File: config.mk
export PLATFORM = sky130hd
export DESIGN_NAME = riscv_tag_mode_pipe
export DESIGN_NICKNAME = d
export VERILOG_FILES = /design/src/rtl/riscv_tag_mode_pipe.sv
export SDC_FILE = /design/constraint.sdc
export NUM_CORES = 1
export LEC_CHECK = 0
export CORE_MARGIN = 2
export CORE_UTILIZATION = 42
export CTS_CLUSTER_DIAMETER = 120
export CTS_CLUSTER_SIZE = 20
export DETAILED_ROUTE_END_ITERATION = 10
export HOLD_SLACK_MARGIN = 0.02
export PLACE_DENSITY = 0.82
export SYNTH_ARGS = -nofsm -noshare
export SYNTH_HDL_FRONTEND = slang
export SYNTH_SLANG_ARGS = --single-unit
File: constraint.sdc
create_clock -name clk -period 3.3 [get_ports clk]
set_clock_uncertainty 0.1 [all_clocks]
set_input_delay 0.33 -clock clk [delete_from_list [all_inputs] [get_ports clk]]
set_output_delay 0.33 -clock clk [all_outputs]
set_load 0.03 [all_outputs]
File: src/rtl/riscv_tag_mode_pipe.sv
// Tag-propagation mode decoder for the DIFT RI5CY ID stage: private lockable TPR copy,
// instruction classification, one-stage valid/ready output register and a non-default-mode counter.
module riscv_tag_mode_pipe #(
  parameter int unsigned          MODE_WIDTH = 2,
  parameter int unsigned          TPR_WIDTH  = 32,
  parameter logic [TPR_WIDTH-1:0] TPR_RESET  = '0,
  parameter int unsigned          CNT_WIDTH  = 16,
  parameter logic [6:0]           SET_OPCODE = 7'h0B
) (
  input  logic                  clk,
  input  logic                  rst_n,
  input  logic                  instr_valid_i,
  output logic                  instr_ready_o,
  input  logic [31:0]           instr_rdata_i,
  input  logic                  tpr_we_i,
  input  logic [TPR_WIDTH-1:0]  tpr_wdata_i,
  input  logic                  tpr_lock_i,
  output logic [TPR_WIDTH-1:0]  tpr_o,
  output logic                  mode_valid_o,
  input  logic                  mode_ready_i,
  output logic [MODE_WIDTH-1:0] alu_operator_o_mode,
  output logic                  register_set_o,
  output logic [2:0]            tag_class_o,
  output logic                  tpr_err_o,
  output logic                  tpr_locked_o,
  output logic [CNT_WIDTH-1:0]  active_cnt_o,
  input  logic                  cnt_clr_i
);

  if (TPR_WIDTH < 8 * MODE_WIDTH) begin : g_tpr_too_narrow
    $error("TPR_WIDTH must hold eight MODE_WIDTH fields");
  end

  typedef enum logic [2:0] {
    CLS_LOADSTORE  = 3'd0,
    CLS_LOGICAL    = 3'd1,
    CLS_COMPARISON = 3'd2,
    CLS_SHIFT      = 3'd3,
    CLS_JUMP       = 3'd4,
    CLS_INTEGER    = 3'd5,
    CLS_BRANCH     = 3'd6,
    CLS_NONE       = 3'd7
  } tag_class_e;

  typedef enum logic {UNLOCKED = 1'b0, LOCKED = 1'b1} lock_state_e;

  localparam logic [6:0] OPC_LOAD   = 7'b0000011;
  localparam logic [6:0] OPC_STORE  = 7'b0100011;
  localparam logic [6:0] OPC_BRANCH = 7'b1100011;
  localparam logic [6:0] OPC_JALR   = 7'b1100111;
  localparam logic [6:0] OPC_JAL    = 7'b1101111;
  localparam logic [6:0] OPC_OPIMM  = 7'b0010011;
  localparam logic [6:0] OPC_OP     = 7'b0110011;
  localparam logic [6:0] OPC_LUI    = 7'b0110111;
  localparam logic [6:0] OPC_AUIPC  = 7'b0010111;

  logic [TPR_WIDTH-1:0]  tpr_q;
  lock_state_e           lock_state;
  logic                  tpr_wr;
  logic [TPR_WIDTH-1:0]  tpr_eff;
  logic                  accept;
  tag_class_e            cls;
  logic                  force_zero;
  logic                  set_instr;
  logic [MODE_WIDTH-1:0] mode;

  wire [6:0] opcode = instr_rdata_i[6:0];
  wire [2:0] f3     = instr_rdata_i[14:12];
  wire [6:0] f7     = instr_rdata_i[31:25];
  wire       unused_instr = ^{instr_rdata_i[24:15], instr_rdata_i[11:7]};

  assign tpr_wr        = tpr_we_i && (lock_state == UNLOCKED);
  // A TPR write landing in the same cycle as an accept must steer that instruction's mode.
  assign tpr_eff       = tpr_wr ? tpr_wdata_i : tpr_q;
  assign instr_ready_o = !mode_valid_o || mode_ready_i;
  assign accept        = instr_valid_i && instr_ready_o;

  if (TPR_WIDTH > 8 * MODE_WIDTH) begin : g_tpr_spare
    wire unused_tpr = ^tpr_eff[TPR_WIDTH-1:8*MODE_WIDTH];
  end

  // NOTE: every always_comb output gets a default first so no path can leave it unassigned and infer a latch.
  always_comb begin
    cls        = CLS_NONE;
    force_zero = 1'b0;
    set_instr  = 1'b0;
    if (opcode == SET_OPCODE && f7 == 7'b1111010) begin
      set_instr = 1'b1;
    end else begin
      case (opcode)
        OPC_JAL, OPC_JALR:           cls = CLS_JUMP;
        OPC_BRANCH:                  cls = CLS_BRANCH;
        OPC_STORE, OPC_LUI, OPC_AUIPC: cls = CLS_LOADSTORE;
        OPC_LOAD: begin
          cls        = CLS_LOADSTORE;
          force_zero = 1'b1;
        end
        OPC_OPIMM: begin
          case (f3)
            3'b000:                 cls = CLS_INTEGER;
            3'b010, 3'b011:         cls = CLS_COMPARISON;
            3'b100, 3'b110, 3'b111: cls = CLS_LOGICAL;
            3'b001: if (f7 == 7'b0000000) cls = CLS_SHIFT;
            3'b101: if (f7 == 7'b0000000 || f7 == 7'b0100000) cls = CLS_SHIFT;
            default:                cls = CLS_NONE;
          endcase
        end
        OPC_OP: begin
          if (f7 == 7'b0000001) begin
            cls = CLS_INTEGER;
          end else if (f7 == 7'b0000000) begin
            case (f3)
              3'b000:                 cls = CLS_INTEGER;
              3'b001, 3'b101:         cls = CLS_SHIFT;
              3'b010, 3'b011:         cls = CLS_COMPARISON;
              default:                cls = CLS_LOGICAL;
            endcase
          end else if (f7 == 7'b0100000) begin
            if (f3 == 3'b000)      cls = CLS_INTEGER;
            else if (f3 == 3'b101) cls = CLS_SHIFT;
          end
        end
        default: cls = CLS_NONE;
      endcase
    end
  end

  // Class NONE never selects a field, so its TPR slot is ignored.
  always_comb begin
    mode = '0;
    for (int k = 0; k < 7; k++) begin
      if (cls == k[2:0] && !force_zero) mode = tpr_eff[k*MODE_WIDTH +: MODE_WIDTH];
    end
  end

  // NOTE: sequential state uses non-blocking assignments so every register samples pre-edge values.
  always_ff @(posedge clk) begin
    if (!rst_n) begin
      lock_state <= UNLOCKED;
      tpr_q      <= TPR_RESET;
      tpr_err_o  <= 1'b0;
    end else begin
      if (tpr_wr) tpr_q <= tpr_wdata_i;
      tpr_err_o <= tpr_we_i && (lock_state == LOCKED);
      case (lock_state)
        UNLOCKED: if (tpr_lock_i) lock_state <= LOCKED;
        default:  lock_state <= LOCKED;
      endcase
    end
  end

  always_ff @(posedge clk) begin
    if (!rst_n) begin
      mode_valid_o        <= 1'b0;
      alu_operator_o_mode <= '0;
      register_set_o      <= 1'b0;
      tag_class_o         <= 3'd0;
    end else if (accept) begin
      mode_valid_o        <= 1'b1;
      alu_operator_o_mode <= mode;
      register_set_o      <= set_instr;
      tag_class_o         <= cls;
    end else if (mode_ready_i) begin
      mode_valid_o        <= 1'b0;
    end
  end

  always_ff @(posedge clk) begin
    if (!rst_n || cnt_clr_i) begin
      active_cnt_o <= '0;
    end else if (accept && mode != '0 && active_cnt_o != '1) begin
      active_cnt_o <= active_cnt_o + 1'b1;
    end
  end

  assign tpr_o        = tpr_q;
  assign tpr_locked_o = (lock_state == LOCKED);

endmodule

=== Word level (Yosys, flattened, before mapping) ===
Cells that the tools add are included.

* Flip-flop bits (word level): 57
* Bits of input ports: 71

* $add $sub $neg: 1
* Eq/ne operators: 27
* Multiplexer cells: 26
* Bitwise gates (word level): 1
* Reduce and logical (&&, ||, !) cells: 29

{| class="wikitable"
|+ Operator list
! kind !! number
|-
| 3-bit case mux with 5 select lines || 2
|-
| 7-bit by 6-bit == test with 1-bit output (second input constant) || 4
|-
| 7-bit == test (second input constant) || 4
|-
| 3-bit two-way mux || 8
|-
| 3-bit == test (second input constant) || 7
|-
| 16-bit by 1-bit adder with 16-bit output (second input constant) || 1
|-
| 16-bit != test (second input constant) || 1
|-
| 7-bit by 5-bit == test with 1-bit output (second input constant) || 2
|-
| 14-bit two-way mux || 1
|-
| 2-bit two-way mux || 7
|-
| 1-bit logical AND || 13
|-
| 3-bit by 2-bit == test with 1-bit output (second input constant) || 4
|-
| 3-bit case mux with 3 select lines || 1
|-
| 7-bit by 1-bit == test with 1-bit output (second input constant) || 1
|-
| 7-bit by 2-bit == test with 1-bit output (second input constant) || 1
|-
| 7-bit by 4-bit == test with 1-bit output (second input constant) || 1
|-
| 7-bit zero test || 1
|-
| 1-bit two-way mux || 7
|-
| 3-bit by 1-bit == test with 1-bit output (second input constant) || 2
|-
| 3-bit zero test || 2
|-
| 2-bit OR reduction || 3
|-
| 2-bit nonzero test || 2
|-
| 4-bit OR reduction || 1
|-
| 1-bit zero test || 3
|-
| 3 further kinds || 5
|}

=== Depth between registers and ports, before layout ===
Gate-level depths: netlist of run 1.

* Depth after elaboration: 20
* Depth in mapped cells: 12
* Depth with buffers taken out: 9

=== Worst setup path before layout of run 1 ===
Ideal clock, no wire load.

* Path type: flip-flop to flip-flop
* From: register lock_state, in the netlist tpr_locked_o
* To: register active_cnt_o[0]
* Library setup time: 0.128 ns
* Arrival: 2.619 ns
* Data required time: 3.072 ns
* Setup slack: 0.454 ns
* Cell stages (with the launch flop): 13
* Cells stage by stage: dfxtp_1 nor2b_1 buf_2 buf_1 mux2i_1 mux2i_1 mux2_2 a211o_1 o21ai_2 buf_6 buf_12 xor2_1 nor2_1

* Word-level cells in the longest chain between the ends: 13

{| class="wikitable"
|+ Ends and longest elaborated chain
! item !! RTL line !! RTL
|-
| start, declared || 58 || <nowiki>lock_state_e lock_state;</nowiki>
|-
| start signal, assigned || 139 || <nowiki>lock_state <= UNLOCKED;</nowiki>
|-
| start signal, assigned || 146 || <nowiki>UNLOCKED: if (tpr_lock_i) lock_state <= LOCKED;</nowiki>
|-
| start signal, assigned || 147 || <nowiki>default: lock_state <= LOCKED;</nowiki>
|-
| 1-bit inverter * || - ||
|-
| 1-bit logical AND * || 72 || <nowiki>assign tpr_wr = tpr_we_i && (lock_state == UNLOCKED);</nowiki>
|-
| 14-bit two-way mux * || - ||
|-
| 2-bit two-way mux (6 in series) || 132 || <nowiki>if (cls == k[2:0] && !force_zero) mode = tpr_eff[k*MODE_WIDTH +: MODE_WIDTH];</nowiki>
|-
| 2-bit two-way mux * || 132 ||
|-
| 2-bit nonzero test * || 171 || <nowiki>end else if (accept && mode != '0 && active_cnt_o != '1) begin</nowiki>
|-
| 1-bit logical AND * (2 in series) || 171 ||
|-
| end signal, assigned || 172 || <nowiki>active_cnt_o <= active_cnt_o + 1'b1;</nowiki>
|-
| end, declared || 26 || <nowiki>output logic [CNT_WIDTH-1:0] active_cnt_o,</nowiki>
|}

Mark *: on every way between the ends. The rest lies on a longest branch, timed or not.
A chain may end at the register's enable or synchronous reset.

=== Worst setup path after layout of run 1 ===
* From: input instr_rdata_i[27]
* To: register active_cnt_o[5]

* Word-level cells in the longest chain between the ends: 18
* Elaborated cells between the ends (all ways): 40
* Classes of those cells: eq/ne: 9; mux: 16; reduce/logical: 15

{| class="wikitable"
|+ Ends and longest elaborated chain
! item !! RTL line !! RTL
|-
| start, declared || 14 || <nowiki>input logic [31:0] instr_rdata_i,</nowiki>
|-
| 7-bit by 6-bit == test with 1-bit output / 7-bit zero test (equally long branches) || - ||
|-
| 1-bit logical OR / 3-bit two-way mux (equally long branches) || 104, 118 ||
|-
| 3-bit two-way mux (on tied branches) || 104, 111 ||
|-
| 3-bit case mux with 5 select lines / 3-bit two-way mux (equally long branches) || 99, 109 ||
|-
| 3-bit case mux with 5 select lines || 90 || <nowiki>case (opcode)</nowiki>
|-
| 3-bit two-way mux || 87 || <nowiki>if (opcode == SET_OPCODE && f7 == 7'b1111010) begin</nowiki>
|-
| 3-bit zero test || 132 ||
|-
| 1-bit logical AND || 132 ||
|-
| 2-bit two-way mux (6 in series) || 132 ||
|-
| 2-bit two-way mux * || 132 ||
|-
| 2-bit nonzero test * || 171 ||
|-
| 1-bit logical AND * (2 in series) || 171 ||
|}

Marked as above.

==> summary.md, run 1 <==
| Metric | Value |
|---|---|
| Initial antenna violation count | 0 |
| Placed Area | 4360 um^2 |
| Max Cap Viol | 0 |
| Post-synth EDFFs | 0 |
| WL final | approximately 8600 um |
| Most used DFF post-synth | dfxtp_1 |
| Hold endpoint | tpr_o[20]$_SDFFE_PN0P_ |
| Initial core utilization | 0.4326 |
| Top cells by area, synth | dfxtp_1 39%, nand2_1 7.2%, a21boi_0 6.4% |
| Status | completed |
| WL per Instance | ~15 um |
| Synthesized area | 2939 um^2 |
| Finished Cell Area | approximately 4600 um^2 |
| Worst EP required | between 3 and 4 ns |
| Total power draw | roughly 1.8 mW |
| Flops & latches, synth | 57 |
| Average cell area after synthesis | about 8.7 um^2 |
| DRC | 0 |
| Flop2flop setup slack | between 0.6 and 0.7 ns |
| CP arrival | roughly 3.3 ns |
| Die height | roughly 88 um |
| CTS tree | done |
| Total nets after synthesis | between 400 and 500 |
| Post-synth top area cell | dfxtp_1 |
| Area delta synth->final | 57.26% |
| Startpoint types | input pin |
| Ys Warns | 0 |
| Fin. max-slew vios | 0 |
| GRT overflow | 0 |
| PortBufs | roughly 110 |
| DPL Wire Length | between 6000 and 7000 um |
| # fillers | 575 |
| Clock sinks | between 50 and 60 |
| Antenna cells | 0 |
| Leakage | ~1.7 nW |
| Crit Reg-Reg Endpoint | active_cnt_o[3]$_SDFFE_PP0P_ |
| Hold wc startpoint | tpr_o[20]$_SDFFE_PN0P_ |
| Post-layout net count | approximately 550 |
| GPL Wtd Cong | approximately 0.87 |
| Pwr/cell area | about 400 nW/um^2 |
| Final hold vios | 0 |
| Area taken by multi-input logic gates | approximately 1700 um^2 |
| Final period util | 0.9516 |
| Die Wd | between 80 and 90 um |
| Largest net degree at the start of global routing | 43 |
| Min Tclk post-route | between 3 and 4 ns |
| Vias in the first global route | ~2.9k |
| Setup TNS | 0 ns |
| Worst-Skew Late Latency | 0.35 ns |
| R2r startpoint | tpr_locked_o$_SDFF_PN0_ |
| Worst-path clk slew | 0.07 ns |
| Antenna Nets Post-Route | 0 |
| GRT Util Overall | 0.2254 |
| FFs w/ async S/R, synth | 0 |
| I/O pins | around 130 |
| Layout cells sized above 1 | 0.1670 |
| Drt pass-1 iters | 4 |
| CP max FO | 12 |
| Core box area | between 6000 and 7000 um^2 |
| WS Path Type | in -> reg |
| Top-count cell post-synth | dfxtp_1 |
| Clk root buf | clkbuf_8 |
| Number of hold buffers added after CTS | 0 |
| H-tree lvl count | 3 |
| Setup Viol. Count Final | 0 |
| Initial DRC count | about 190 |
| Die area | roughly 7700 um^2 |
| FMAX | 318.5 MHz |
| Yosys top cell area share | 0.3883 |
| Post-layout util | 0.6803 |
| Sequential Area | 1141 um^2 |
| Max Root-Sink Buffers | 2 |
| FF-to-FF path depth | 12 |
| Rows | 30 |
| Worst-Margin Slew | about 0.61 ns |
| Library cells used by synthesis | 63 |
| Routed vias/inst | ~5.2 |
| First-pass GRT wire length | between 10,000 and 15,000 um |
| Seq/Total Area, Yosys | 0.3883 |
| Via count | between 3k and 4k |
| Worst Hold Class | reg -> reg |
| Worst slew margin | 0.5903 |
| Hold Path Cell Cnt | 2 |
| Endpoint type of the worst setup path | register |
| Synth cell count leaders | 57 x dfxtp_1, 56 x nand2_1, 25 x a21boi_0, 15 x a21oi_1, 12 x nand3_1 |
| Post-Syn Instances | roughly 340 |
| TritonCTS Buffers | 9 |
| Worst vdd ir | roughly 0.26 mV |
==> repair_timing <==
item                                    CTS  global route
endpoints found under the setup margin    0             4
buffers inserted                          0             1
resized for setup                         0             2
==> layout make-up <==
cell class | count | area share
Multi-Input combinational cell | 260 | 0.3703
Tap cell | 96 | 0.02599
Timing Repair Buffer | 145 | 0.2994
Sequential cell | 57 | 0.2469
Clock buffer | 12 | 0.03573
Clock inverter | 4 | 0.01597
Inverter | 7 | 0.005685
==> power breakdown <==
group          leakage [nW]  switching (mW)  internal, mW  total, mW
logic                  1.12           0.169         0.174      0.343
registers             0.466          0.0159         0.716      0.732
clock network         0.123           0.284         0.487      0.771
==> metal layers <==
layer,vias to the layer above,global-route usage,routed length [um]
met5,-,0,0
met4,0,0.08531,131
met3,14,0.05749,569
met2,101,0.3939,4369
met1,1425,0.2649,3533
li1,1501,-,-
==> cells by family after synthesis <==
group | count (synthesis) | synth area share
compound gates | 86 | 0.2141
xor+xnor | 1 | 0.002981
fa+ha+maj | 1 | 0.004256
buf+inv | 21 | 0.03533
flops | 57 | 0.3882
mux | 16 | 0.06216
simple gates | 156 | 0.2929
==> cells in the final DEF, fill, tap and decap left out, types with 3 or more instances in the layout <==
master	n
a211oi_1	6
a21boi_0	25
a21oi_1	15
a31oi_1	3
and2_1	7
and3_1	8
buf_4	31
clkbuf_8	12
clkdlybuf4s50_1	113
dfxtp_1	57
inv_1	7
mux2_2	5
mux2i_1	10
nand2_1	56
nand2b_1	10
nand3_1	12
nand4b_1	3
nand4bb_1	3
nor2_1	11
nor2b_1	10
nor3_1	4
o21ai_0	11
o21ai_2	7
or3_1	5
or3_2	8
==> worst max-delay path by stage <==
stage / slack, ns / end / depth (start not counted) / start
5_1_grt: -0.03 / active_cnt_o[5]$_SDFFE_PP0P_ / 11 / instr_rdata_i[27]
6_report: 0.16 / active_cnt_o[5]$_SDFFE_PP0P_ / 11 / instr_rdata_i[27]
2_1_floorplan: 0.45 / active_cnt_o[0]$_SDFFE_PP0P_ / 12 / tpr_locked_o$_SDFF_PN0_
3_5_place_dp: -0.18 / active_cnt_o[5]$_SDFFE_PP0P_ / 11 / instr_rdata_i[25]
3_3_place_gp: -0.09 / active_cnt_o[7]$_SDFFE_PP0P_ / 11 / instr_rdata_i[25]
4_1_cts: 0.16 / active_cnt_o[5]$_SDFFE_PP0P_ / 12 / instr_rdata_i[25]
==> registers in the layout, indices dropped and copies added (netlist names) <==
name                 count
tag_class_o              3
register_set_o           1
alu_operator_o_mode      2
tpr_locked_o             1
mode_valid_o             1
active_cnt_o            16
tpr_err_o                1
tpr_o                   32
==> critical path: stages <==
cell and delay [ns]:
clkdlybuf4s50_1 0.48, or4_4 0.54, nor3_2 0.15, a2111oi_0 0.13
a211oi_2 0.39, and3_1 0.23, a211o_1 0.19, o21ai_2 0.09
buf_4 0.18, or3_2 0.44, a21oi_1 0.16
==> per-stage QoR <==
stage | setup slack [ns] | std cells | hold WS (ns)
2_1_floorplan | 0.4537 | 338 | 0.3402
3_3_place_gp | -0.09197 | 564 | 0.3504
3_5_place_dp | -0.1808 | 564 | 0.3585
4_1_cts | 0.1615 | 580 | 0.3673
5_1_grt | -0.02602 | 581 | 0.3851
6_report | 0.1599 | 581 | 0.3617
Note: power is estimated with default switching activity, not from simulation.
==> run 2, diff against run 1 <==
Clock period 3.3 ns to 3.2 ns, I/O delays scaled along.
==> run 2 against run 1 <==
Register-to-register slack got worse by 0.20 ns. Combinational power rose by 8.7%. Worst hold slack barely moved. Wire length rose by 2.8%. Die area did not move. Worst setup slack got worse by 0.044 ns. Critical path type unchanged. Highest routed layer unchanged.
==> summary.md, run 2 (synthesis results as in run 1) <==
| Metric | Value |
|---|---|
| Status | completed |
| DPL Wire Length | around 6400 um |
| Antenna cells | 0 |
| Most frequent cells in the layout | 109 x clkdlybuf4s50_1, 57 x dfxtp_1, 56 x nand2_1 |
| WS Path Type | in -> reg |
| Worst Hold Class | reg -> reg |
| Setup WS post-layout | between 0.1 and 0.15 ns |
| Endpoint type of the worst setup path | register |
| Initial core utilization | 0.4326 |
| Largest net degree at the start of global routing | 43 |
| Hold Path Cell Cnt | 2 |
| Vias in the first global route | approximately 3k |
| Number of flip-flops in the largest register | 32 |
| Number of hold buffers added after CTS | 0 |
| CTS tree | done |
| Worst EP required | approximately 3.3 ns |
| Layout cells sized above 1 | 0.2008 |
| I/O pins | ~130 |
| Post-layout net count | about 570 |
| TritonCTS Buffers | 9 |
| GRT overflow | 0 |
| CP arrival | roughly 3.2 ns |
| Final period util | 0.9639 |
| Placement Setup Slack | -0.2700 ns |
| Max Root-Sink Buffers | 2 |
| Worst-path cell chain | clkdlybuf4s50_1, and4bb_2, nand2b_1, buf_4, a21oi_2, mux4_2, and3b_1, a211o_4, o21ai_4, clkbuf_16, buf_12, or3_1, a21oi_1 |
| Final hold vios | 0 |
| Worst slew margin | 0.5803 |
| Clk root buf | clkbuf_8 |
| PortBufs | 113 |
| Finished Cell Area | 4768 um^2 |
| Initial DRC count | approximately 140 |
| RSZ-0062 raised after global routing | no |
| FMAX | 324.2 MHz |
| # fillers | 539 |
| Antenna Nets Post-Route | 0 |
| Max Cap Viol | 0 |
| Routed vias/inst | ~5.2 |
| Commonest non-fill, non-tap cell in the layout | clkdlybuf4s50_1 |
| Die area | about 7700 um^2 |
| Fin. max-slew vios | 0 |
| Clock sinks | 57 |
| Area taken by multi-input logic gates | ~1800 um^2 |
| WL per Instance | around 15 um |
| Worst-Skew Late Latency | roughly 0.32 ns |
| Worst-path clk slew | about 0.07 ns |
| Die height | ~88 um |
| Placed Area | between 4000 and 5000 um^2 |
| H-tree lvl count | 3 |
| GPL Wtd Cong | between 0.8 and 0.9 |
| Via count | between 3k and 4k |
| FF-to-FF path depth | 12 |
| Pwr/cell area | 354.1 nW/um^2 |
| Leakage | around 1.8 nW |
| Initial antenna violation count | 0 |
| Rows | 30 |
| Sequential Area | roughly 1100 um^2 |
| Startpoint types | input pin |
| Area delta synth->final | 62.24% |
| Setup Viol. Count Final | 0 |
| DRC | 0 |
| Min Tclk post-route | 3.084 ns |
| GRT Util Overall | 0.2277 |
| Core box area | roughly 6800 um^2 |
| CP max FO | 7 |
| Post-layout util | 0.7018 |
| Worst vdd ir | 0.3062 mV |
| Worst-Margin Slew | 0.6295 ns |
| First-pass GRT wire length | 13,920 um |
| WL final | slightly below 9000 um |
| CP max-delay cell | clkdlybuf4s50_1 |
| Die Wd | about 90 um |
| Drt pass-1 iters | 5 |
| CP peak stage delay | approximately 0.47 ns |
run 2: changes by cell type in the layout (fill, tap and decap cells not counted), sizes merged:
cell and change:
buf +12, clkdlybuf4s50 -4, dlymetal6s2s +4, bufinv -2
clkbuf +2, clkinvlp +1
run 2: routing by layer:
layer,global-route usage,share of wire,vias up
met5,0,0,-
li1,-,-,1527
met1,0.2851,0.42,1460
met2,0.3774,0.50,104
met4,0.08671,0.019,0
met3,0.05749,0.066,16
run 2: report_power, final:
part / internal, mW / switching (mW)
combinational: 0.193 / 0.180
sequential: 0.739 / 0.0164
clock: 0.295 / 0.265
run 2: repair_timing:
item                       4_1_cts  5_1_grt
setup buffers                    0        6
setup endpoints to repair        0       11
resized for setup                0       19
run 2: final cells by class:
| class | instances | area share |
|---|---|---|
| Clock inverter | 3 | 0.003674 |
| Inverter | 7 | 0.005510 |
| Clock buffer | 12 | 0.03044 |
| Timing Repair Buffer | 159 | 0.3269 |
| Multi-Input combinational cell | 260 | 0.3689 |
| Sequential cell | 57 | 0.2393 |
| Tap cell | 96 | 0.02519 |
run 2: worst paths after layout:
path                            from                      endpoint  slack (ns)
min           tpr_o[15]$_SDFFE_PN0P_        tpr_o[15]$_SDFFE_PN0P_        0.36
max                 instr_rdata_i[3]  active_cnt_o[6]$_SDFFE_PP0P_        0.12
max reg2reg  tpr_locked_o$_SDFF_PN0_  active_cnt_o[6]$_SDFFE_PP0P_        0.42
min reg2reg   tpr_o[15]$_SDFFE_PN0P_        tpr_o[15]$_SDFFE_PN0P_        0.36
run 2: critical path: cells and delay by family:
family	cells	cell delay (ns)
buf+inv	4	0.93
compound gates	4	0.83
simple gates	4	0.76
mux	1	0.33
run 2: through the flow:
step | power [mW] | instances | TNS [ns] | hold WS (ns)
finish | 1.688 | 594 | 0 | 0.3618
global placement | 1.121 | 571 | -1.721 | 0.3493
global route | 1.770 | 594 | 0 | 0.3888
detailed placement | 1.127 | 571 | -2.669 | 0.3597
CTS | 1.687 | 586 | 0 | 0.3677
floorplan | 0.9311 | 338 | 0 | 0.3302
